`src/rtl/truth_table_prober.sv`:
```
`default_nettype none
// ============================================================================
//  Module      : truth_table_prober
//  Description : Sweeps an N-input gate through every input row, waits a
//                settle interval per row, samples the response and assembles
//                the hex truth-table code (row 0 lands in the MSB).
//                Optional build macro: STABILITY_CHECK_EN (adds a per-row
//                early capture and a sticky "unstable" flag).
//  Revision    : 1.0 - initial release
// ============================================================================
module truth_table_prober #(
    parameter int N_IN          = 3,
    parameter int SETTLE_CYCLES = 4,
    parameter int TT_W          = 2**N_IN   // derived; leave at default
) (
    input  logic            clk,
    input  logic            rst_n,
    input  logic            start,
    output logic [N_IN-1:0] dut_in,
    input  logic            dut_out,
    output logic            busy,
    output logic            done,
    output logic [TT_W-1:0] tt_code,
    output logic            valid,
    output logic            unstable
);

    localparam int CNT_W = (SETTLE_CYCLES > 1) ? $clog2(SETTLE_CYCLES) : 1;

    localparam logic [1:0] S_IDLE   = 2'd0;
    localparam logic [1:0] S_SETTLE = 2'd1;
    localparam logic [1:0] S_DONE   = 2'd2;

    localparam logic [CNT_W-1:0] c_cnt_reload = CNT_W'(SETTLE_CYCLES - 1);
    localparam logic [N_IN:0]    c_last_row   = (N_IN+1)'(TT_W - 1);

    logic [1:0]       r_state;
    logic [N_IN:0]    r_row;
    logic [CNT_W-1:0] r_cnt;
    logic [TT_W-1:0]  r_shadow;
    logic [TT_W-1:0]  r_tt_code;
    logic             r_busy;
    logic             r_done;
    logic             r_valid;

    logic             w_sample;
    logic             w_last_row;
    logic [TT_W-1:0]  w_shadow_next;

    // Sampling happens on the edge where the settle counter has run out
    assign w_sample      = (r_state == S_SETTLE) && (r_cnt == '0);
    assign w_last_row    = (r_row == c_last_row);
    assign w_shadow_next = {r_shadow[TT_W-2:0], dut_out};

    // Gate inputs are forced low while idle; in DONE the last row is held
    assign dut_in  = (r_state == S_IDLE) ? '0 : r_row[N_IN-1:0];
    assign busy    = r_busy;
    assign done    = r_done;
    assign tt_code = r_tt_code;
    assign valid   = r_valid;

    // Main sweep FSM: row stepping, settle countdown and code assembly
    always_ff @(posedge clk or negedge rst_n) begin
        if (!rst_n) begin
            r_state   <= S_IDLE;
            r_row     <= '0;
            r_cnt     <= '0;
            r_shadow  <= '0;
            r_tt_code <= '0;
            r_busy    <= 1'b0;
            r_done    <= 1'b0;
            r_valid   <= 1'b0;
        end else begin
            r_done <= 1'b0;
            case (r_state)
                S_IDLE: begin
                    if (start) begin
                        r_state  <= S_SETTLE;
                        r_row    <= '0;
                        r_cnt    <= c_cnt_reload;
                        r_busy   <= 1'b1;
                        r_shadow <= '0;
                    end
                end
                S_SETTLE: begin
                    if (r_cnt == '0) begin
                        r_shadow <= w_shadow_next;
                        if (w_last_row) begin
                            // Code is published only on a complete sweep
                            r_state   <= S_DONE;
                            r_tt_code <= w_shadow_next;
                            r_valid   <= 1'b1;
                            r_done    <= 1'b1;
                            r_busy    <= 1'b0;
                        end else begin
                            r_row <= r_row + (N_IN+1)'(1);
                            r_cnt <= c_cnt_reload;
                        end
                    end else begin
                        r_cnt <= r_cnt - CNT_W'(1);
                    end
                end
                S_DONE: begin
                    r_state <= S_IDLE;
                end
                default: begin
                    r_state <= S_IDLE;
                end
            endcase
        end
    end

`ifdef STABILITY_CHECK_EN
    logic r_early;
    logic r_flag;
    logic r_unstable;
    logic w_early_cap;
    logic w_early_val;
    logic w_mismatch;

    // With a one-cycle settle the row's only edge is the sampling edge, so
    // the early capture degenerates to the sample itself.
    assign w_early_cap = (SETTLE_CYCLES > 1) && (r_state == S_SETTLE) &&
                         (r_cnt == CNT_W'(1));
    assign w_early_val = (SETTLE_CYCLES > 1) ? r_early : dut_out;
    assign w_mismatch  = w_sample && (w_early_val != dut_out);
    assign unstable    = r_unstable;

    // Early capture and sticky per-sweep instability flag
    always_ff @(posedge clk or negedge rst_n) begin
        if (!rst_n) begin
            r_early    <= 1'b0;
            r_flag     <= 1'b0;
            r_unstable <= 1'b0;
        end else begin
            if (w_early_cap) begin
                r_early <= dut_out;
            end
            if ((r_state == S_IDLE) && start) begin
                r_flag <= 1'b0;
            end else if (w_mismatch) begin
                r_flag <= 1'b1;
            end
            if (w_sample && w_last_row) begin
                r_unstable <= r_flag | w_mismatch;
            end
        end
    end
`else
    assign unstable = 1'b0;
`endif

endmodule
`default_nettype wire

```
`config.mk`:
```
export PLATFORM = sky130hd
export DESIGN_NAME = truth_table_prober
export DESIGN_NICKNAME = d
export VERILOG_FILES = /design/src/rtl/truth_table_prober.sv
export SDC_FILE = /design/constraint.sdc
export NUM_CORES = 1
export LEC_CHECK = 0
export BUFFER_PORTS_ARGS = -buffer_cell sky130_fd_sc_hd__buf_2
export CAP_MARGIN = 20
export CORE_ASPECT_RATIO = 0.7
export CORE_MARGIN = 2
export CORE_UTILIZATION = 54
export CTS_BUF_LIST = sky130_fd_sc_hd__clkbuf_8 sky130_fd_sc_hd__clkbuf_16
export DETAILED_ROUTE_END_ITERATION = 8
export GPL_ROUTABILITY_DRIVEN = 0
export PLACE_DENSITY = 0.76
export SETUP_SLACK_MARGIN = 0.15
export SLEW_MARGIN = 30
export SYNTH_ARGS = -nofsm -noshare
export SYNTH_HDL_FRONTEND = slang
export SYNTH_SLANG_ARGS = --single-unit
```
`constraint.sdc`:
```
create_clock -name clk -period 2.35 [get_ports clk]
set_clock_uncertainty 0.05 [all_clocks]
set_input_delay 0.3525 -clock clk [delete_from_list [all_inputs] [get_ports clk]]
set_output_delay 0.3525 -clock clk [all_outputs]
set_load 0.05 [all_outputs]
```
Word-level counts from Yosys, hierarchy flattened. Cells that the tools add are included.

Shift-type cells: 0. Muxes and demuxes: 23. Multipliers: 0. Reduce and logical (&&, ||, !) cells: 9. Equal/unequal tests: 7. Add/subtract/negate cells: 2. Bitwise logic cells: 0. Divide/modulo/power cells: 0. Order comparisons: 0.

Operators by type and width (count): 2-to-1 mux 7 bit (2); case mux 7 bit (2 select lines) (1); 2-to-1 mux 2 bit (6); 2-to-1 mux 4 bit (3); AND reduction 3 bit (4); case mux 2 bit (2 select lines) (2); case mux 4 bit (2 select lines) (1); AND reduction 4 bit (2); 2-to-1 mux 1 bit (6); != test 2 bit, second input constant (3); adder 4 x 1 -> 4 bit, second input constant (1); equality test 4 x 3 -> 1 bit, second input constant (1); zero test 2 bit (2); 2-to-1 mux 3 bit (1); != test 3 bit, second input constant (1); equality test 2 x 1 -> 1 bit, second input constant (1); != test 2 x 1 -> 1 bit, second input constant (1); case mux 1 bit (2 select lines) (1); nonzero test 2 bit (1); subtractor 2 x 1 -> 2 bit, second input constant (1).

Output and inout port bits: 15. Latch bits: 0. Input port bits: 4. Flip-flop bits (word level): 26. Word-level logic and storage cells: 49. Bits in read-only memories: 0. Memories: 0. Memory bits (writable): 0.

Longest topological paths before layout.
Depth after elaboration: 4. Depth in mapped cells: 7. Mapped depth without buffers: 5.

Worst setup path before layout. No wires, ideal clock.

Kind: reg-to-output. From: register r_state[0]. To: output port dut_in[0]. Cell stages (with the launch flop): 4. Required time: 1.947 ns. Data arrival time: 1.506 ns. Buffers on the path: 1. Setup slack: 0.442 ns. Cells stage by stage: dfrtp_1 clkbuf_1 nor2_1 nor2b_1.

Word-level cells in the longest chain between the ends: 2.

RTL lines: from (decl) (RTL line 37) `logic [1:0] r_state;`; from (signal assigned) (RTL line 65) `r_state <= S_IDLE;`; from (signal assigned) (RTL line 78) `r_state <= S_SETTLE;`; from (signal assigned) (RTL line 90) `r_state <= S_DONE;`; zero test 2 bit (RTL line 56) `assign dut_in = (r_state == S_IDLE) ? '0 : r_row[N_IN-1:0];`; 2-to-1 mux 3 bit (RTL line 56); to (decl) (RTL line 19) `output logic [N_IN-1:0] dut_in,`.

No other way between the ends.

Worst setup path in the final report.
From: register r_cnt[0]. To: register r_row[2].

Word-level cells in the longest chain between the ends: 3.

RTL lines: from (decl) (RTL line 39) `logic [CNT_W-1:0] r_cnt;`; from (signal assigned) (RTL line 80) `r_cnt <= c_cnt_reload;`; from (signal assigned) (RTL line 97) `r_cnt <= c_cnt_reload;`; from (signal assigned) (RTL line 100) `r_cnt <= r_cnt - CNT_W'(1);`; zero test 2 bit (RTL line 86) `if (r_cnt == '0) begin`; != test 2 x 1 -> 1 bit (no source line); AND reduction 4 bit (no source line); to (signal assigned) (RTL line 96) `r_row <= r_row + (N_IN+1)'(1);`; to (decl) (RTL line 38) `logic [N_IN:0] r_row;`.

No other way between the ends. A chain may end at the register's enable or synchronous reset.

==> metrics.yaml <==
critical_path:
  arrival_time_at_the_worst_endpoint_ps: 2150
  timing_worst_setup_path_type: "flop to flop"
  worstSetupStartpointType: "flop"
  cp_data_required_time_ps: 2500
  endpoint_kind: "flop"
  critical_path.max_fanout: 13
cells_and_area:
  filler_cell_count: 188
  antenna_cells_inserted: 0
  fraction_of_layout_instances_using_a_drive_strength_above_1_pct: 31.5
  finalCoreUtilization_pct: 64.3
  multiInputGateArea_sq_um: 508
  regArea_sq_um: 651
  area_delta_synth_final_pct: 13.2
  finalNetCount: 132
sta:
  final-setup-viol-count: 0
  post-route-period-util_pct: 84.7
  worst_slew_pin_slew_ps: 610
  report.final.slew_viol_count: 0
  maximum_achievable_frequency_mhz: 502
  rsz0062_at_grt: "no"
  finalHoldViolations: 0
  final.min_clock_period_ps: 1990
  relSlewSlack_pct: 58.5
  setup-tns-final_ps: 0
routing:
  route.antenna.remaining_nets: 0
  vias_per_cell: 5.69
  drt-wirelength-per-cell_um: 15.2
  routed-wl-met3_um: 169
  dr_wl_met2_um: 1140
  top_layer_used: "met4"
  routed-via-count: 887
  dr.first_iter.drc_count: 47
  routed_wl_um: 2380
  drt_first_pass_iters: 4
  drt-met1-wl_um: 1040
  route.detailed.drc: 0
hold_path:
  hp-class: "primary input to asynchronous set/reset pin"
clock_network:
  clock_tree_from_tritoncts: "done"
  h-tree-depth: 1
  path_clk_slew_ps: 80
  tritoncts.num_buffers: 3
  clkLatencyLatePin_ps: 260
  clock-root-buffer: "clkbuf_8"
  cts-hold-fix-buffers: 0
  cts.sink_count: 26
  cts_max_path_buffers: 2
logic_synthesis:
  synth_enable_flop_cells: 0
  synthesis.yosys.warnings: 0
  synth.most_common_cell: "dfrtp_1"
  synth.cell_area_sq_um: 1220
  syn-mean-instance-area_sq_um: 11.3
  netlist_top_cells_count: "dfrtp_1, inv_1, mux2_2, o21ai_0, o31ai_1"
  yosysUniqueCellTypes: 37
  post_synthesis_sequential_element_count: 26
  count_of_mapped_cells_out_of_synthesis: 108
  post-synth-top-area-fraction_pct: 53.2
  synth.yosys.seq_area_share_pct: 53.2
  synth-async-reset-ratio_pct: 100
  synthDominantAreaCellType: "dfrtp_1"
  postSynthNetCount: 114
  synth_top_cells_by_area: "dfrtp_1, mux2_2, o21ai_0, o31ai_1, nand4b_1"
  synth_ff_type: "dfrtp_1"
grt:
  via_count_of_the_first_global_routing_pass: 864
  grt_first_pass_wirelength_um: 4120
  track_usage_pct: 22.0
  antenna_found_initial: 0
  grt_start_max_net_pins: 27
  grt_remaining_overflow: 0
die:
  die_width_um: 60.9
  floorplan.io_pins: 19
  placementRows: 14
  die_area_sq_um: 2670
  placeable_area_sq_um: 2150
  initial_core_util_pct: 56.8
  die_height_um: 43.8
power_and_ir_drop:
  net-switching-power_uw: 954
  power_per_cell_area_nw_per_um2: 1470
  power.switching_fraction_pct: 46.8
  cellLeakagePower_uw: 0.000662
  cellInternalPower_uw: 1080
  seq_power_share_pct: 37.7
  power.clock.fraction_pct: 11.7
  p_comb_share_pct: 50.7
  vdd.ir_drop.worst_mv: 0.643
run:
  maxCapViolations: 0
status:
  run_status: "finished, final reports clean"
placed_design:
  sum_of_net_half_perimeters_after_detailed_placement_um: 1720
  io_buffer_count: 17
[through the flow]
step	setup WS [ps]	cell area, sq um	cells	total power, uW	hold slack [ps]
2_1_floorplan	442	1220	108	1570	6.91
3_3_place_gp	355	1330	151	1760	329
3_5_place_dp	187	1330	151	1800	333
4_1_cts	162	1370	154	2040	40.5
5_1_grt	170	1390	156	2180	70.6
6_report	360	1390	156	2040	25.4
[critical path, cell delays in order, from the launching register on]
cell,delay (ps)
dfrtp_1,380
inv_1,70
ha_1,310
mux2i_2,540
or2_0,340
o221a_2,240
[repair_timing]
action | CTS | global route
buffers inserted | 0 | 2
resized for setup | 0 | 1
endpoints found under the setup margin | 0 | 20
[kinds of logic (layout without fill, tap and decap cells)]
logic type / count (synthesis) / after routing / synth area share (%)
adder cells (fa/ha/maj): 2 / 2 / 2.04
AO/OA/AOI/OAI: 25 / 25 / 15.3
AND/OR/NAND/NOR: 29 / 29 / 15.3
multiplexers: 9 / 9 / 8.18
buffers and inverters: 16 / 32 / 5.62
other: 1 / 1 / 0.306
flip-flops: 26 / 26 / 53.2
[registers in the layout (all words and copies together) (netlist names)]
signal,count
done,1
r_shadow,7
tt_code,8
busy,1
r_cnt,2
r_state,2
r_row,4
valid,1
[per-layer routing]
metal / up-vias / global-route usage [%]
met5: - / 0
met4: 0 / 6.52
met3: 4 / 6.27
met2: 30 / 34.0
met1: 435 / 30.3
li1: 418 / -
[layout by cell type, fill, tap and decap left out, types with 2 or more instances in the layout]
cell type,netlist,routed
dfrtp_1,26,26
buf_2,3,17
inv_1,8,8
o21ai_0,8,8
mux2_2,8,8
o31ai_1,5,5
nand3_1,4,4
nor2b_1,4,4
nand4b_1,4,4
buf_4,1,4
nor2_1,3,3
clkbuf_8,0,3
nor3b_1,2,2
nand2_1,2,2
nor3_1,2,2
a211o_1,2,2
a32o_1,2,2
ha_1,2,2
[final timing paths]
path,endpoint,from,slack [ps],cells past startpoint
min in group clk,tt_code[0]$_DFFE_PN0P_,dut_out,300,2
worst max register to register,r_row[2]$_DFFE_PN0P_,r_cnt[0]$_DFFE_PN0P_,360,5
worst min register to register,valid$_DFFE_PN0P_,valid$_DFFE_PN0P_,410,1
worst max-delay path,r_row[2]$_DFFE_PN0P_,r_cnt[0]$_DFFE_PN0P_,360,5
worst min-delay path,busy$_DFFE_PN0P_,rst_n,30,1
max in group asynchronous,tt_code[4]$_DFFE_PN0P_,rst_n,1850,1
[final cells by class]
type	count	share of cell area, %
clock buffer	3	2.98
inverter	8	2.17
multi-input combinational	66	36.7
sequential	26	47.0
tap	32	2.89
timing repair buffer	21	8.31
[power by group through the flow]
| stage | clock network [uW] | registers (uW) | logic [uW] |
|---|---|---|---|
| 6_report | 237 | 768 | 1030 |
| 3_3_place_gp | 0 | 761 | 998 |
| 4_1_cts | 248 | 764 | 1030 |
| 3_5_place_dp | 0 | 772 | 1020 |
| 2_1_floorplan | 0 | 958 | 609 |
| 5_1_grt | 264 | 786 | 1130 |
No activity file was read; power rests on OpenSTA's default activity.
